File: src/rtl/data_mem_stage_pkg.sv
// Shared types and default widths for the data-memory stage.
package data_mem_stage_pkg;

   typedef enum logic {IDLE = 1'b0, WAIT = 1'b1} state_t;

   localparam logic [1:0] ST_REG = 2'd0;
   localparam logic [1:0] ST_EXE = 2'd1;
   localparam logic [1:0] ST_WB  = 2'd2;

   localparam int DATA_W_DEF = 16;
   localparam int ADDR_W_DEF = 6;
   localparam int REG_AW_DEF = 4;
   localparam int RD_LAT_DEF = 1;
   // wide enough for the maximum read latency of 15
   localparam int CNT_W      = 4;

endpackage

File: src/rtl/data_mem_stage_if.sv
// Execute-side request and writeback-side response bundle of the data-memory stage.
interface data_mem_stage_if
   import data_mem_stage_pkg::*;
#(
   parameter int DATA_W = DATA_W_DEF,
   parameter int REG_AW = REG_AW_DEF
) ();

   logic              do_halt;
   logic              do_branch;
   logic              is_mem_read;
   logic              is_mem_write;
   logic              is_reg_write;
   logic [DATA_W-1:0] base;
   logic [DATA_W-1:0] offset;
   logic [DATA_W-1:0] st_reg_val;
   logic [DATA_W-1:0] st_exe_val;
   logic [1:0]        st_sel;
   logic [REG_AW-1:0] dst_reg;
   logic              stall;
   logic              wb_valid;
   logic [DATA_W-1:0] wb_data;
   logic [REG_AW-1:0] wb_reg_addr;
   logic              fault;

   modport master (
      output do_halt, do_branch, is_mem_read, is_mem_write, is_reg_write,
             base, offset, st_reg_val, st_exe_val, st_sel, dst_reg,
      input  stall, wb_valid, wb_data, wb_reg_addr, fault
   );

   modport slave (
      input  do_halt, do_branch, is_mem_read, is_mem_write, is_reg_write,
             base, offset, st_reg_val, st_exe_val, st_sel, dst_reg,
      output stall, wb_valid, wb_data, wb_reg_addr, fault
   );

endinterface

File: src/rtl/data_mem_stage_dmem_ram.sv
// Single-port synchronous RAM: registered read-before-write, synchronous whole-array clear.
module dmem_ram #(
   parameter int DATA_W = 16,
   parameter int ADDR_W = 6
) (
   input  logic              clk,
   input  logic              rst,
   input  logic              re,
   input  logic              we,
   input  logic [ADDR_W-1:0] idx,
   input  logic [DATA_W-1:0] wdata,
   output logic [DATA_W-1:0] rdata
);

   localparam int DEPTH = 2 ** ADDR_W;

   logic [DATA_W-1:0] mem [DEPTH];

   // rdata only moves on re, so it doubles as the load holding register
   always_ff @(posedge clk) begin
      if (rst) begin
         for (int i = 0; i < DEPTH; i++) mem[i] <= '0;
         rdata <= '0;
      end else begin
         if (re) rdata <= mem[idx];
         if (we) mem[idx] <= wdata;
      end
   end

endmodule

File: src/rtl/data_mem_stage.sv
// Data-memory stage: load/store FSM with configurable read latency and store forwarding.
// Optional macro MEM_BOUNDS_CHECK_EN suppresses out-of-range accesses and pulses fault.
module data_mem_stage
   import data_mem_stage_pkg::*;
#(
   parameter int DATA_W = DATA_W_DEF,
   parameter int ADDR_W = ADDR_W_DEF,
   parameter int REG_AW = REG_AW_DEF,
   parameter int RD_LAT = RD_LAT_DEF
) (
   input  logic            clk,
   input  logic            rst,
   data_mem_stage_if.slave bus
);

   localparam int                 DEPTH   = 2 ** ADDR_W;
   localparam logic [CNT_W-1:0]   LAT_CNT = CNT_W'(RD_LAT - 1);
   localparam logic [CNT_W-1:0]   ONE     = CNT_W'(1);

   state_t            state, state_nx;
   logic [CNT_W-1:0]  cnt, cnt_nx;
   logic              wb_vld, wb_vld_nx;
   logic              fault_q, fault_nx;
   logic              hold_we;
   logic [REG_AW-1:0] hold_reg;
   logic              rd_go, wr_go;
   logic              oob;
   logic [DATA_W:0]   sum;
   logic [ADDR_W-1:0] idx;
   logic [DATA_W-1:0] st_val, ram_q, wb_data;

   assign sum = {1'b0, bus.base} + {1'b0, bus.offset};
   assign idx = sum[ADDR_W-1:0];

`ifdef MEM_BOUNDS_CHECK_EN
   assign oob = (sum >= (DATA_W+1)'(DEPTH));
`else
   logic unused_hi;
   assign unused_hi = ^sum[DATA_W:ADDR_W];
   assign oob       = 1'b0;
`endif

   // wb_data is zero outside the valid pulse, so ST_WB forwards 0 then
   assign wb_data = wb_vld ? ram_q : '0;

   always_comb begin
      unique case (bus.st_sel)
         ST_EXE:  st_val = bus.st_exe_val;
         ST_WB:   st_val = wb_data;
         default: st_val = bus.st_reg_val;
      endcase
   end

   always_comb begin
      state_nx  = state;
      cnt_nx    = cnt;
      wb_vld_nx = 1'b0;
      fault_nx  = 1'b0;
      rd_go     = 1'b0;
      wr_go     = 1'b0;
      if (bus.do_branch) begin
         state_nx = IDLE;
         cnt_nx   = '0;
      end else if (!bus.do_halt) begin
         unique case (state)
            IDLE: begin
               rd_go    = bus.is_mem_read  && !oob;
               wr_go    = bus.is_mem_write && !oob;
               fault_nx = (bus.is_mem_read || bus.is_mem_write) && oob;
               if (rd_go) begin
                  if (RD_LAT == 1) begin
                     wb_vld_nx = bus.is_reg_write;
                  end else begin
                     state_nx = WAIT;
                     cnt_nx   = LAT_CNT;
                  end
               end
            end
            WAIT: begin
               if (cnt == ONE) begin
                  state_nx  = IDLE;
                  cnt_nx    = '0;
                  wb_vld_nx = hold_we;
               end else begin
                  cnt_nx = cnt - ONE;
               end
            end
            default: state_nx = IDLE;
         endcase
      end
   end

   always_ff @(posedge clk) begin
      if (rst) begin
         state    <= IDLE;
         cnt      <= '0;
         wb_vld   <= 1'b0;
         fault_q  <= 1'b0;
         hold_we  <= 1'b0;
         hold_reg <= '0;
      end else begin
         state   <= state_nx;
         cnt     <= cnt_nx;
         wb_vld  <= wb_vld_nx;
         fault_q <= fault_nx;
         if (rd_go) begin
            hold_we  <= bus.is_reg_write;
            hold_reg <= bus.dst_reg;
         end
      end
   end

   dmem_ram #(.DATA_W(DATA_W), .ADDR_W(ADDR_W)) u_ram (
      .clk   (clk),
      .rst   (rst),
      .re    (rd_go),
      .we    (wr_go),
      .idx   (idx),
      .wdata (st_val),
      .rdata (ram_q)
   );

   assign bus.stall       = (state == WAIT);
   assign bus.wb_valid    = wb_vld;
   assign bus.wb_data     = wb_data;
   assign bus.wb_reg_addr = wb_vld ? hold_reg : '0;
   assign bus.fault       = fault_q;

endmodule
File: src/flat_wrapper.sv
// flat-port wrapper written by rule: the top's interface ports become plain ports
module data_mem_stage_flat import data_mem_stage_pkg::*;
#(
   parameter int DATA_W = DATA_W_DEF,
   parameter int ADDR_W = ADDR_W_DEF,
   parameter int REG_AW = REG_AW_DEF,
   parameter int RD_LAT = RD_LAT_DEF
)
  (clk, rst, bus_do_halt, bus_do_branch, bus_is_mem_read, bus_is_mem_write, bus_is_reg_write, bus_base, bus_offset, bus_st_reg_val, bus_st_exe_val, bus_st_sel, bus_dst_reg, bus_stall, bus_wb_valid, bus_wb_data, bus_wb_reg_addr, bus_fault);
  data_mem_stage_if #(.DATA_W(DATA_W), .REG_AW(REG_AW)) bus_i ();
  input  logic clk;
  input  logic rst;
  input wire logic [$bits(bus_i.do_halt)-1:0] bus_do_halt;
  input wire logic [$bits(bus_i.do_branch)-1:0] bus_do_branch;
  input wire logic [$bits(bus_i.is_mem_read)-1:0] bus_is_mem_read;
  input wire logic [$bits(bus_i.is_mem_write)-1:0] bus_is_mem_write;
  input wire logic [$bits(bus_i.is_reg_write)-1:0] bus_is_reg_write;
  input wire logic [$bits(bus_i.base)-1:0] bus_base;
  input wire logic [$bits(bus_i.offset)-1:0] bus_offset;
  input wire logic [$bits(bus_i.st_reg_val)-1:0] bus_st_reg_val;
  input wire logic [$bits(bus_i.st_exe_val)-1:0] bus_st_exe_val;
  input wire logic [$bits(bus_i.st_sel)-1:0] bus_st_sel;
  input wire logic [$bits(bus_i.dst_reg)-1:0] bus_dst_reg;
  output wire logic [$bits(bus_i.stall)-1:0] bus_stall;
  output wire logic [$bits(bus_i.wb_valid)-1:0] bus_wb_valid;
  output wire logic [$bits(bus_i.wb_data)-1:0] bus_wb_data;
  output wire logic [$bits(bus_i.wb_reg_addr)-1:0] bus_wb_reg_addr;
  output wire logic [$bits(bus_i.fault)-1:0] bus_fault;
  assign bus_i.do_halt = bus_do_halt;
  assign bus_i.do_branch = bus_do_branch;
  assign bus_i.is_mem_read = bus_is_mem_read;
  assign bus_i.is_mem_write = bus_is_mem_write;
  assign bus_i.is_reg_write = bus_is_reg_write;
  assign bus_i.base = bus_base;
  assign bus_i.offset = bus_offset;
  assign bus_i.st_reg_val = bus_st_reg_val;
  assign bus_i.st_exe_val = bus_st_exe_val;
  assign bus_i.st_sel = bus_st_sel;
  assign bus_i.dst_reg = bus_dst_reg;
  assign bus_stall = bus_i.stall;
  assign bus_wb_valid = bus_i.wb_valid;
  assign bus_wb_data = bus_i.wb_data;
  assign bus_wb_reg_addr = bus_i.wb_reg_addr;
  assign bus_fault = bus_i.fault;
  data_mem_stage #(.DATA_W(DATA_W), .ADDR_W(ADDR_W), .REG_AW(REG_AW), .RD_LAT(RD_LAT)) u_core (.clk(clk), .rst(rst), .bus(bus_i));
endmodule
File: config.mk
export PLATFORM = sky130hd
export DESIGN_NAME = data_mem_stage_flat
export DESIGN_NICKNAME = d
export VERILOG_FILES = /design/src/rtl/data_mem_stage_pkg.sv /design/src/rtl/data_mem_stage_if.sv /design/src/rtl/data_mem_stage_dmem_ram.sv /design/src/rtl/data_mem_stage.sv /design/src/flat_wrapper.sv
export SDC_FILE = /design/constraint.sdc
export NUM_CORES = 2
export LEC_CHECK = 0
export CORE_AREA = 2 2 330 414
export DETAILED_ROUTE_END_ITERATION = 6
export DIE_AREA = 0 0 332 416
export HOLD_SLACK_MARGIN = 0.1
export PLACE_DENSITY = 0.59
export SYNTH_ARGS = -nofsm -noshare
export SYNTH_HDL_FRONTEND = slang
export SYNTH_SLANG_ARGS = --single-unit
File: constraint.sdc
create_clock -name clk -period 6.09 [get_ports clk]
set_clock_uncertainty 0.2 [all_clocks]
set_input_delay 0.9135 -clock clk [delete_from_list [all_inputs] [get_ports clk]]
set_output_delay 0.9135 -clock clk [all_outputs]
set_load 0.02 [all_outputs]
==> metrics.txt <==
outcome complete, no violations; final critical path time including I/O delays and setup 4.53 ns; Final TNS setup 0 ns; Yosys top cell area share between 60% and 70%; most frequently used flop master after synthesis sky130_fd_sc_hd__edfxtp_1; f_max 221 MHz; buffering stage count on the worst path with inverters included 2; max reg flops 1024; number of cells on the worst reg-to-reg path 5; ratio of cells with drive above 1 in the final layout between 10% and 20%; Placed Area approximately 50000 um2; TritonCTS Buffers 98; synthesized area per cell 13.9 um2; count of flip-flops with a built-in enable after synthesis approximately 1000; CP Launch Point bus_offset[3]; CTS hold repair buffers 0; Setup Crit Path Kind in2reg; total number of vias 28300; Critical Path Stages 9; Area contributors post-synth sky130_fd_sc_hd__edfxtp_1 66%, sky130_fd_sc_hd__mux4_2 11%, sky130_fd_sc_hd__nor2_1 8.5%; number of rows in the core area 151; number of nets with antenna violations after detailed routing 0; Switching Fraction between 20% and 30%; final cell count without fillers between 5000 and 6000; worst slew margin relative to its limit 28.1%; root buffer cell sky130_fd_sc_hd__clkbuf_16; Setup crit end u_core.u_ram.mem[41][0]; net count of the mapped netlist 3460; max-slew violation count 0; post-placement cell count slightly above 5000; worst path required time 6.22 ns; logic gate share of total power 13.8%; finished layout cell area about 53000 um2; combined flip-flop and latch cell area roughly 31000 um2; detailed-route wire length per cell 25.1 um; max_cap viols 0; setup repair bufs after CTS 0; area grow syn2layout 14.0%; worst r2r dst u_core.u_ram.mem[41][0]; number of input and output port buffers inserted 78; Net count, final 3516; Detailed Place HPWL 81.0 mm; worst min-delay path class reg2reg; sequential share of power slightly below 50%; number of sinks on the clock net 1051; detailed-route DRC error count 0; number of vias per cell after detailed routing 5.38; leakage power 0.0184 uW; via count of the first global-routing pass 28500; worst hold margin 0.254 ns; GRT Resource Usage Total approximately a fifth; Power per Cell Area 316 nW/um2; count of warnings emitted by yosys 0; clock slew at the register clock pins of the worst setup and hold paths about 0.06 ns; share of power burned in the clock network 37.3%; Clock H-tree levels 3; number of failing hold endpoints at the final stage 0; largest registers u_core.u_ram.mem (1024), u_core.u_ram.rdata (16); internal power of the cells 12400 uW; number of inserted diodes 0; share of the cycle needed by the critical path after routing 74.4%; deepest clock path buffer count 3; number of top-level pins 100; Die Height around 420 um; Worst Hold Depth 2; clock tree from TritonCTS yes; share of synthesized area occupied by flip-flops and latches 67.0%; area enclosed by the die boundary 138000 um2; reg-to-reg setup timing slack 2.48 ns; post-cts resize count 0; Netlist Area Pre-Place between 40000 and 50000 um2; worst slew pin tran 1.08 ns; number of setup violations in the final report 0; post-detailed-routing wire length 132 mm; source-to-sink clock delay at the later pin of the worst-skew pair 0.72 ns; kind of cell adding the most delay to the critical path simple AND/OR/NAND/NOR gates; CP Launch Type primary input; library cell with the highest instance count after synthesis sky130_fd_sc_hd__nor2_1; placer's final routability congestion estimate between 0.8 and 0.9; count of cell types in the netlist 57; area occupied by multi-input gates 14300 um2; IR Drop Worst-Case VDD 0.208 mV; ranking of synthesized cells by instance count 1060 x sky130_fd_sc_hd__nor2_1, 1024 x sky130_fd_sc_hd__edfxtp_1, 230 x sky130_fd_sc_hd__mux4_2, 194 x sky130_fd_sc_hd__nand2_1, 173 x sky130_fd_sc_hd__clkbuf_1; Reg with most FFs u_core.u_ram.mem; Arrival @ worst endpoint 4.67 ns; maximum single-stage delay on the critical path 0.80 ns; FILL cells 12400; Critical R2R Launch u_core.bus.stall; Overflow after GRT 0; initial standard-cell utilization of the core approximately a third; list of cells traversed by the critical path clkdlybuf4s50_1 > ha_1 > a21o_1 > a21oi_1 > nand3_1 > a21oi_4 > buf_4 > nand2_2 > nand2b_1; RSZ-0062 raised after global routing no; detailed-routing iteration count for the pre-antenna-repair pass 5; endpoint class of the critical path flop; slowest CP cell sky130_fd_sc_hd__nand2b_1; maximum fanout along the worst path 17; antenna violations before repair 0; flops & latches, synth 1051; drt first-iter violations 2921; Mapped Cells 3373; die width 332 um; dominant cell type by area after synthesis sky130_fd_sc_hd__edfxtp_1; largest net degree at the start of global routing 101; post-synthesis async set-or-reset flop share 0%; total net switching power approximately 4400 uW; CORE AREA 135000 um2; first-pass GRT wire length 194 mm
## routing by layer
layer / track usage (%) / part of all wire (%) / vias to the layer above
li1: - / - / 12400
met3: 1.97 / 6.5 / 225
met2: 32.8 / 51 / 1109
met4: 8.07 / 4.2 / 0
met5: 0 / 0 / -
met1: 24.2 / 39 / 14600
## layout make-up
| type | count | area share (%) |
|---|---|---|
| Clock buffer | 121 | 4.77 |
| Tap cell | 1759 | 4.13 |
| Inverter | 8 | 0.0564 |
| Sequential cell | 1051 | 58.8 |
| Multi-Input combinational cell | 2010 | 26.8 |
| Clock inverter | 51 | 1.25 |
| Timing Repair Buffer | 260 | 4.24 |
## through the flow
step	setup WS [ns]	power, uW	util [%]
after detailed placement	0.834	10700	37.2
after global routing	1.34	17300	39.6
after CTS	1.60	16900	39.6
after global placement	0.855	10700	37.2
final	1.56	16800	39.6
after floorplan	2.20	9780	-
## power groups by stage
stage	clock network, uW	logic, uW	registers [uW]
2_1_floorplan	0	1450	8330
3_3_place_gp	0	2320	8360
3_5_place_dp	0	2330	8370
4_1_cts	6350	2340	8210
5_1_grt	6610	2440	8230
6_report	6270	2320	8210
## how the worst min path moves through the flow
| stage | from | endpoint | slack (ns) |
|---|---|---|---|
| 2_1_floorplan | u_core.hold_reg[0] | u_core.hold_reg[0] | 0.23 |
| 3_3_place_gp | u_core.hold_reg[1] | u_core.hold_reg[1] | 0.24 |
| 3_5_place_dp | u_core.hold_we | u_core.hold_we | 0.25 |
| 4_1_cts | u_core.hold_we | u_core.hold_we | 0.26 |
| 5_1_grt | u_core.hold_reg[0] | u_core.hold_reg[0] | 0.28 |
| 6_report | u_core.hold_reg[0] | u_core.hold_reg[0] | 0.25 |
## worst min-delay path, stage by stage (launching register included)
cell and delay, ns:
sky130_fd_sc_hd__dfxtp_1 0.30, sky130_fd_sc_hd__nand2_1 0.05, sky130_fd_sc_hd__a21oi_1 0.05
## placed cells by master, fill, tap and decap left out, types with 9 or more instances in the layout
master,n
sky130_fd_sc_hd__and2_1,25
sky130_fd_sc_hd__nand2b_1,64
sky130_fd_sc_hd__a221o_1,13
sky130_fd_sc_hd__a22oi_1,17
sky130_fd_sc_hd__buf_4,174
sky130_fd_sc_hd__nand3_1,61
sky130_fd_sc_hd__nand4_1,20
sky130_fd_sc_hd__buf_12,9
sky130_fd_sc_hd__and3_1,16
sky130_fd_sc_hd__clkbuf_1,23
sky130_fd_sc_hd__edfxtp_1,1024
sky130_fd_sc_hd__mux4_2,230
sky130_fd_sc_hd__dfxtp_1,27
sky130_fd_sc_hd__nand2_2,28
sky130_fd_sc_hd__bufinv_16,12
sky130_fd_sc_hd__a32oi_1,21
sky130_fd_sc_hd__nor2_1,1060
sky130_fd_sc_hd__a21oi_4,18
sky130_fd_sc_hd__a211oi_1,14
sky130_fd_sc_hd__a311oi_1,12
sky130_fd_sc_hd__clkinv_1,15
sky130_fd_sc_hd__a311o_1,12
sky130_fd_sc_hd__nand4_2,24
sky130_fd_sc_hd__clkinv_2,14
sky130_fd_sc_hd__clkdlybuf4s50_1,77
sky130_fd_sc_hd__nand2_1,194
sky130_fd_sc_hd__mux2i_1,87
sky130_fd_sc_hd__a21oi_1,21
sky130_fd_sc_hd__clkbuf_16,98
## cells by family after synthesis
family	Yosys count	synth area share (%)
mux	319	13.0
flops	1051	67.0
compound gates	157	2.51
buf+inv	312	3.09
xor+xnor	5	0.134
fa+ha+maj	10	0.284
simple gates	1518	14.0
other cells	1	0.00802
Note: power is estimated with default switching activity, not from simulation.
